`src/rtl/sub_8_bit_serial_if.sv`:
```
// ============================================================================
//  Module      : sub_8_bit_serial_if
//  Description : Start/done request bus for the bit-serial 8-bit subtractor.
//  Revision    : 1.0  initial release
// ============================================================================
`default_nettype none

interface sub_8_bit_serial_if;
    logic       start;
    logic [7:0] a;
    logic [7:0] b;
    logic       borrowIn;
    logic       ready;
    logic       done;
    logic [7:0] diff;
    logic       borrowOut;
    logic       overflow;

    // Master issues operations and collects results; slave is the subtractor.
    modport master (
        output start, a, b, borrowIn,
        input  ready, done, diff, borrowOut, overflow
    );

    modport slave (
        input  start, a, b, borrowIn,
        output ready, done, diff, borrowOut, overflow
    );
endinterface

`default_nettype wire

```
`src/rtl/sub_8_bit_serial.sv`:
```
// ============================================================================
//  Module      : sub_8_bit_serial
//  Description : Bit-serial 8-bit subtractor, diff = a - b - borrowIn, LSB first.
//  Revision    : 1.0  initial release
// ============================================================================
`default_nettype none

module sub_8_bit_serial (
    input  wire                  clk,
    input  wire                  rst,
    sub_8_bit_serial_if.slave    bus
);

    typedef enum logic [1:0] {
        S_IDLE  = 2'd0,
        S_SHIFT = 2'd1,
        S_DONE  = 2'd2
    } state_t;

    localparam logic [2:0] c_LAST_BIT = 3'd7;

    state_t     r_state;
    state_t     w_state_nxt;

    logic [7:0] r_a_sr;
    logic [7:0] r_b_sr;
    logic [7:0] r_res_sr;
    logic       r_bff;
    logic [2:0] r_cnt;
    logic       r_a_msb;
    logic       r_b_msb;

    logic [7:0] r_diff;
    logic       r_borrow_out;
    logic       r_overflow;

    logic       w_accept;
    logic       w_shift;
    logic       w_last;
    logic       w_a0;
    logic       w_b0;
    logic       w_d;
    logic       w_bff_nxt;
    logic [7:0] w_res_nxt;

    // ------------------------------------------------------------------
    // Full-subtractor cell
    // ------------------------------------------------------------------
    always_comb begin
        w_a0      = r_a_sr[0];
        w_b0      = r_b_sr[0];
        w_d       = w_a0 ^ w_b0 ^ r_bff;
        w_bff_nxt = (~w_a0 & w_b0) | (~(w_a0 ^ w_b0) & r_bff);
        w_res_nxt = {w_d, r_res_sr[7:1]};
    end

    assign w_accept = (r_state == S_IDLE) && bus.start;
    assign w_shift  = (r_state == S_SHIFT);
    assign w_last   = w_shift && (r_cnt == c_LAST_BIT);

    // ------------------------------------------------------------------
    // FSM
    // ------------------------------------------------------------------
    always_ff @(posedge clk) begin
        if (rst) begin
            r_state <= S_IDLE;
        end else begin
            r_state <= w_state_nxt;
        end
    end

    always_comb begin
        w_state_nxt = r_state;
        unique case (r_state)
            S_IDLE: begin
                if (bus.start) begin
                    w_state_nxt = S_SHIFT;
                end
            end
            S_SHIFT: begin
                if (r_cnt == c_LAST_BIT) begin
                    w_state_nxt = S_DONE;
                end
            end
            S_DONE: begin
                w_state_nxt = S_IDLE;
            end
            default: begin
                w_state_nxt = S_IDLE;
            end
        endcase
    end

    // ------------------------------------------------------------------
    // Operand / result shift path
    // ------------------------------------------------------------------
    always_ff @(posedge clk) begin
        if (rst) begin
            r_a_sr   <= 8'h00;
            r_b_sr   <= 8'h00;
            r_res_sr <= 8'h00;
            r_bff    <= 1'b0;
            r_cnt    <= 3'd0;
            r_a_msb  <= 1'b0;
            r_b_msb  <= 1'b0;
        end else if (w_accept) begin
            r_a_sr   <= bus.a;
            r_b_sr   <= bus.b;
            r_bff    <= bus.borrowIn;
            r_cnt    <= 3'd0;
            r_a_msb  <= bus.a[7];
            r_b_msb  <= bus.b[7];
        end else if (w_shift) begin
            r_a_sr   <= {1'b0, r_a_sr[7:1]};
            r_b_sr   <= {1'b0, r_b_sr[7:1]};
            r_res_sr <= w_res_nxt;
            r_bff    <= w_bff_nxt;
            r_cnt    <= r_cnt + 3'd1;
        end
    end

    // Visible results only change on the edge that completes the 8th bit.
    always_ff @(posedge clk) begin
        if (rst) begin
            r_diff       <= 8'h00;
            r_borrow_out <= 1'b0;
            r_overflow   <= 1'b0;
        end else if (w_last) begin
            r_diff       <= w_res_nxt;
            r_borrow_out <= w_bff_nxt;
            r_overflow   <= (r_a_msb != r_b_msb) && (w_d != r_a_msb);
        end
    end

    // ------------------------------------------------------------------
    // Outputs
    // ------------------------------------------------------------------
    assign bus.ready     = (r_state == S_IDLE);
    assign bus.done      = (r_state == S_DONE);
    assign bus.diff      = r_diff;
    assign bus.borrowOut = r_borrow_out;
    assign bus.overflow  = r_overflow;

endmodule

`default_nettype wire

```
`src/flat_wrapper.sv`:
```
// flat-port wrapper written by rule: the top's interface ports become plain ports
module sub_8_bit_serial_flat 
  (clk, rst, bus_start, bus_a, bus_b, bus_borrowIn, bus_ready, bus_done, bus_diff, bus_borrowOut, bus_overflow);
  sub_8_bit_serial_if bus_i ();
  input  wire clk;
  input  wire rst;
  input wire logic [$bits(bus_i.start)-1:0] bus_start;
  input wire logic [$bits(bus_i.a)-1:0] bus_a;
  input wire logic [$bits(bus_i.b)-1:0] bus_b;
  input wire logic [$bits(bus_i.borrowIn)-1:0] bus_borrowIn;
  output wire logic [$bits(bus_i.ready)-1:0] bus_ready;
  output wire logic [$bits(bus_i.done)-1:0] bus_done;
  output wire logic [$bits(bus_i.diff)-1:0] bus_diff;
  output wire logic [$bits(bus_i.borrowOut)-1:0] bus_borrowOut;
  output wire logic [$bits(bus_i.overflow)-1:0] bus_overflow;
  assign bus_i.start = bus_start;
  assign bus_i.a = bus_a;
  assign bus_i.b = bus_b;
  assign bus_i.borrowIn = bus_borrowIn;
  assign bus_ready = bus_i.ready;
  assign bus_done = bus_i.done;
  assign bus_diff = bus_i.diff;
  assign bus_borrowOut = bus_i.borrowOut;
  assign bus_overflow = bus_i.overflow;
  sub_8_bit_serial u_core (.clk(clk), .rst(rst), .bus(bus_i));
endmodule
```
`config.mk`:
```
export PLATFORM = sky130hd
export DESIGN_NAME = sub_8_bit_serial_flat
export DESIGN_NICKNAME = d
export VERILOG_FILES = /design/src/rtl/sub_8_bit_serial_if.sv /design/src/rtl/sub_8_bit_serial.sv /design/src/flat_wrapper.sv
export SDC_FILE = /design/constraint.sdc
export NUM_CORES = 1
export LEC_CHECK = 0
export ABC_AREA = 1
export ABC_CLOCK_PERIOD_IN_PS = 2400
export CORE_ASPECT_RATIO = 0.75
export CORE_MARGIN = 2
export CORE_UTILIZATION = 35
export DETAILED_ROUTE_END_ITERATION = 10
export SYNTH_ARGS = -nofsm -noshare
export SYNTH_HDL_FRONTEND = slang
export SYNTH_SLANG_ARGS = --single-unit
```
`constraint.sdc`:
```
create_clock -name clk -period 2.4 [get_ports clk]
set_clock_uncertainty 0.1 [all_clocks]
set_input_delay 0.6 -clock clk [delete_from_list [all_inputs] [get_ports clk]]
set_output_delay 0.6 -clock clk [all_outputs]
set_load 0.01 [all_outputs]
```
; Yosys cells after proc, flatten, opt, wreduce, memory -nomap -nowiden
; Cells that the tools add are included.
; Widths: inputs -> output; s select.
[word_totals]
register_bits = 42
latch_bits = 0
mem_bits_rw = 0
rom_bits = 0
input_bits = 20
output_inout_bits = 12
elab_cells = 44
memories = 0
[op_classes]
addsub = 1
mul = 0
div = 0
n_lt_le_gt_ge = 0
n_eq_ne = 7
shift = 0
mux = 9
bitwise_logic = 8
n_reduce_logical = 8
[op_table]
columns = cell, count
row1 = $mux 8, 4
row2 = $mux 2, 2
row3 = $ne 2x2->1 const B, 2
row4 = $pmux 2 s2, 1
row5 = $reduce_and 2->1, 2
row6 = $add 3x1->3 const B, 1
row7 = $eq 3x3->1 const B, 1
row8 = $logic_and 1x1->1, 3
row9 = $not 1->1, 3
row10 = $and 1x1->1, 2
row11 = $eq 2x1->1 const B, 1
row12 = $eq 2x2->1 const B, 1
row13 = $logic_not 2->1, 1
row14 = $mux 1, 2
row15 = $ne 1x1->1, 2
row16 = $reduce_bool 2->1, 1
row17 = $reduce_or 2->1, 1
row18 = $xor 1x1->1, 2
row19 = $or 1x1->1, 1

; Logic depth before layout (Yosys ltp)
[depth]
ltp_word = 6
depth_mapped = 8

; Worst setup path after synthesis
; Ideal clock, no wire load.
[synth_path]
path_kind = input port to flip-flop
startpoint = input port bus_start
endpoint = register u_core.r_b_sr[1]
arrival_time_ps = 1290
t_required_ps = 2168
setup_slack_ps = 878
stages = 5
path_buffers = 2
cell_sequence = buf_2 -> clkbuf_1 -> nand3_1 -> nand2_1 -> a21oi_1
[synth_via]
elab_chain_cells = 2
[synth_lines]
columns = item, line_no
row1 = "start, declared", flat_wrapper.sv:7  ; input wire logic [$bits(bus_i.start)-1:0] bus_start;
row2 = $logic_and 1x1->1 *, sub_8_bit_serial.sv:57  ; assign w_accept = (r_state == S_IDLE) && bus.start;
row3 = $mux 8 / $reduce_bool 2->1 (equally long branches), -
row4 = "end signal, assigned", sub_8_bit_serial.sv:108  ; r_b_sr <= bus.b;
row5 = "end signal, assigned", sub_8_bit_serial.sv:115  ; r_b_sr <= {1'b0, r_b_sr[7:1]};
row6 = "end, declared", sub_8_bit_serial.sv:26  ; logic [7:0] r_b_sr;
; Mark *: on every way between the ends. The rest lies on a longest branch, timed or not.
; A chain may end at the register's enable or synchronous reset.

; Worst setup path in the final report
[layout_path]
startpoint = register u_core.r_state[0]
endpoint = output port bus_done
[layout_via]
elab_chain_cells = 1
[layout_lines]
columns = item, line_no
row1 = "start, declared", sub_8_bit_serial.sv:22  ; state_t r_state;
row2 = "start signal, assigned", sub_8_bit_serial.sv:68  ; r_state <= w_state_nxt;
row3 = $eq 2x2->1, sub_8_bit_serial.sv:139  ; assign bus.done = (r_state == S_DONE);
row4 = "end, declared", flat_wrapper.sv:12  ; output wire logic [$bits(bus_i.done)-1:0] bus_done;
; Every way passes these cells.

==> metrics <==
Buf+Inv Stages, Crit Path 1; Gates resized, CTS repair 0; grt ovf 0; Yosys warnings 0; cells on worst reg2reg path 6; area grow syn2layout 25.10%; worst skew pair latency 300 ps; hold_sp u_core.bus.diff[3]; Die X 87.02 um; Sw Pwr 0.0003705 W; RSZ-0062 raised after global routing false; Max-Cap Viols 0; Setup CP Type reg2out; Leak 1.001 nW; Logic pwr share 0.130; Reg2Reg Setup Slack 480 ps; hpwl dp 2.809 mm; placed cell area 2160 um2; Hold Crit Class reg2reg; most frequent cells after synthesis nand2_1 (66), dfxtp_1 (41), nand3_1 (37); worst slew pin tran 488.0 ps; Tcrit/Tclk final 0.9159; Die Y 66.27 um; Slew headroom 0.6738; worst flop-to-flop path endpoint u_core.bus.borrowOut; Internal 0.001104 W; Sequential Power Share 0.503; Async SR Flop Fraction 0; Clock Path Buffers 2; die area 5766 um2; first-pass iteration count of the detailed router 4; first-pass GRT wire length 6.789 mm; via density per instance 4.770; Hold Path Sink u_core.bus.diff[3]; Setup Total Neg Slack 0 ps; cell taking the most area after synthesis dfxtp_1; core area 4927 um2; CTS Hold Bufs 0; CP top delay family flip-flops; Rows 22; Worst VDD drop 0.2149 mV; outcome finished, final reports clean; post-synthesis instance area 1809 um2; Clk pin slew, worst setup/hold paths 80 ps; Yosys cell types 22; FILL cells 523; share of cells above drive strength 1 0.07067; Final Hold Fails 0; Wirelength per Cell 11.91 um; vias 1636; # Post-CTS Setup Buffers 0; port bufs 31; slowest stage delay, CP 580 ps; GRT Overall Usage 0.1542; H-tree levels 2; worst endpoint required time 1700 ps; syn_nets 276; FF-to-FF Start u_core.r_cnt[0]; GP Congestion 0.7007; Switching Fraction 0.2512; Main synth FF type dfxtp_1; highest clock rate 454.9 MHz; 1st-iter DRT viols 115; total power 0.001475 W; # DRC 0; share of the synthesized area in the top cell type 0.4537; initial antenna violation count 0; PD cells 651.6 nW/um2; syn avg cell area 7.151 um2; worst hold path depth 2; Routed Antenna Nets 0; clk root buf clkbuf_8; fin area 2263 um2; cells along the critical path nor2_1 > clkdlybuf4s50_1; Final min period 2198 ps; Slowest cell on crit path dfxtp_1; Critical Path AT 1500 ps; drt total wl 4.086 mm; Post-synth EDFFs 0; Max Slew Vio Count 0; I/O Pins 32; Startpoint Class flop; vias in the first global route 1482; CTS tree built; nets 306; Crit. End Element output port; Clock power frac 0.367; count leader, synth nand2_1; largest net degree at the start of global routing 23; Antenna Cells 0; #FFs+latches synth 41; CTS sink count 41; Num CTS Buffers 5; Seq/Total Area, Yosys 0.4537; top post-synthesis cells by area dfxtp_1 (45%), nand2_1 (14%), nand3_1 (10%), a21oi_1 (6.6%), inv_1 (5.8%); Crit Path Max Fanout 9; setup violators final 0; cells after synthesis 253; Initial Util 0.3672
sequential cells by signal, indices dropped and copies added (netlist names):
register and flops:
u_core.r_b_sr 8, u_core.r_b_msb 1, u_core.bus.borrowOut 1, u_core.r_a_sr 8, u_core.bus.overflow 1, u_core.r_res_sr 7
u_core.r_bff 1, u_core.r_cnt 3, u_core.r_a_msb 1, u_core.bus.diff 8, u_core.r_state 2
how the worst max path moves through the flow:
stage	from	end	depth (start not counted)
after floorplan	bus_start	u_core.r_b_sr[1]	5
after global placement	bus_start	u_core.r_bff	6
after detailed placement	bus_start	u_core.r_b_sr[0]	6
after CTS	u_core.r_state[0]	bus_done	2
after global routing	u_core.r_state[0]	bus_done	2
final	u_core.r_state[0]	bus_done	2
metrics by stage:
step | utilization | cells | setup slack [ps] | hold WS, ps
final | 0.4594 | 343 | 201.8 | 365.7
after floorplan | - | 253 | 878.3 | 333.5
after global placement | 0.4383 | 336 | 329.6 | 351.6
after detailed placement | 0.4383 | 336 | 264.9 | 356.4
after CTS | 0.4594 | 343 | 198.2 | 368.3
after global routing | 0.4594 | 343 | 138.9 | 386.4
cell usage in the layout, fill, tap and decap left out:
cell type        count
buf_4                6
clkbuf_8             5
bufinv_16            1
nand2_2              1
o21ai_1              5
xor2_1               1
nor2_4               1
fa_1                 1
nor2_1              18
clkinv_2             1
o21ai_4              1
o21a_1               1
inv_1               28
ha_1                 2
nand2_4              1
inv_2                3
a21oi_1             24
o21ai_0              8
clkdlybuf4s50_1     31
nand2_1             66
nand3_1             37
dfxtp_1             41
final cells by class:
type / instances / area [um2] / share of cell area
tap: 60 / 75.07 / 0.03317
multi-input combinational: 167 / 792.0 / 0.3499
clock inverter: 2 / 35.03 / 0.01548
clock buffer: 5 / 68.82 / 0.03040
timing repair buffer: 37 / 355.3 / 0.1570
sequential: 41 / 820.8 / 0.3626
inverter: 31 / 116.4 / 0.05141
layer usage:
layer  global-route usage  wire length (um)  share of wire  vias up
met4              0.06445                72          0.018        0
met1               0.2173              2238           0.55      741
met2               0.2214              1618           0.40       27
li1                     -                 -              -      861
met3              0.03870               157          0.038        7
met5                    0                 0              0        -
cells by family after synthesis:
logic type / synth area share
AOI/OAI and AO/OA: 0.1155
xor gates and xnor gates: 0.004842
adders and majority gates: 0.02489
buffers and inverters: 0.1086
DFF: 0.4537
and+or+nand+nor: 0.2925
power by group through the flow:
stage,Combinational (W),Clock [W],Sequential (W)
after floorplan,0.000136,0,0.000749
after global placement,0.000190,0,0.000757
after global routing,0.000218,0.000584,0.000747
final,0.000192,0.000541,0.000742
after detailed placement,0.000191,0,0.000757
after CTS,0.000193,0.000552,0.000742
tightest hold or removal path, stage by stage (launching register included):
cell     delay [ps]
dfxtp_1         310
nand2_1          60
a21oi_1          50
(Power assumes the default switching activity.)
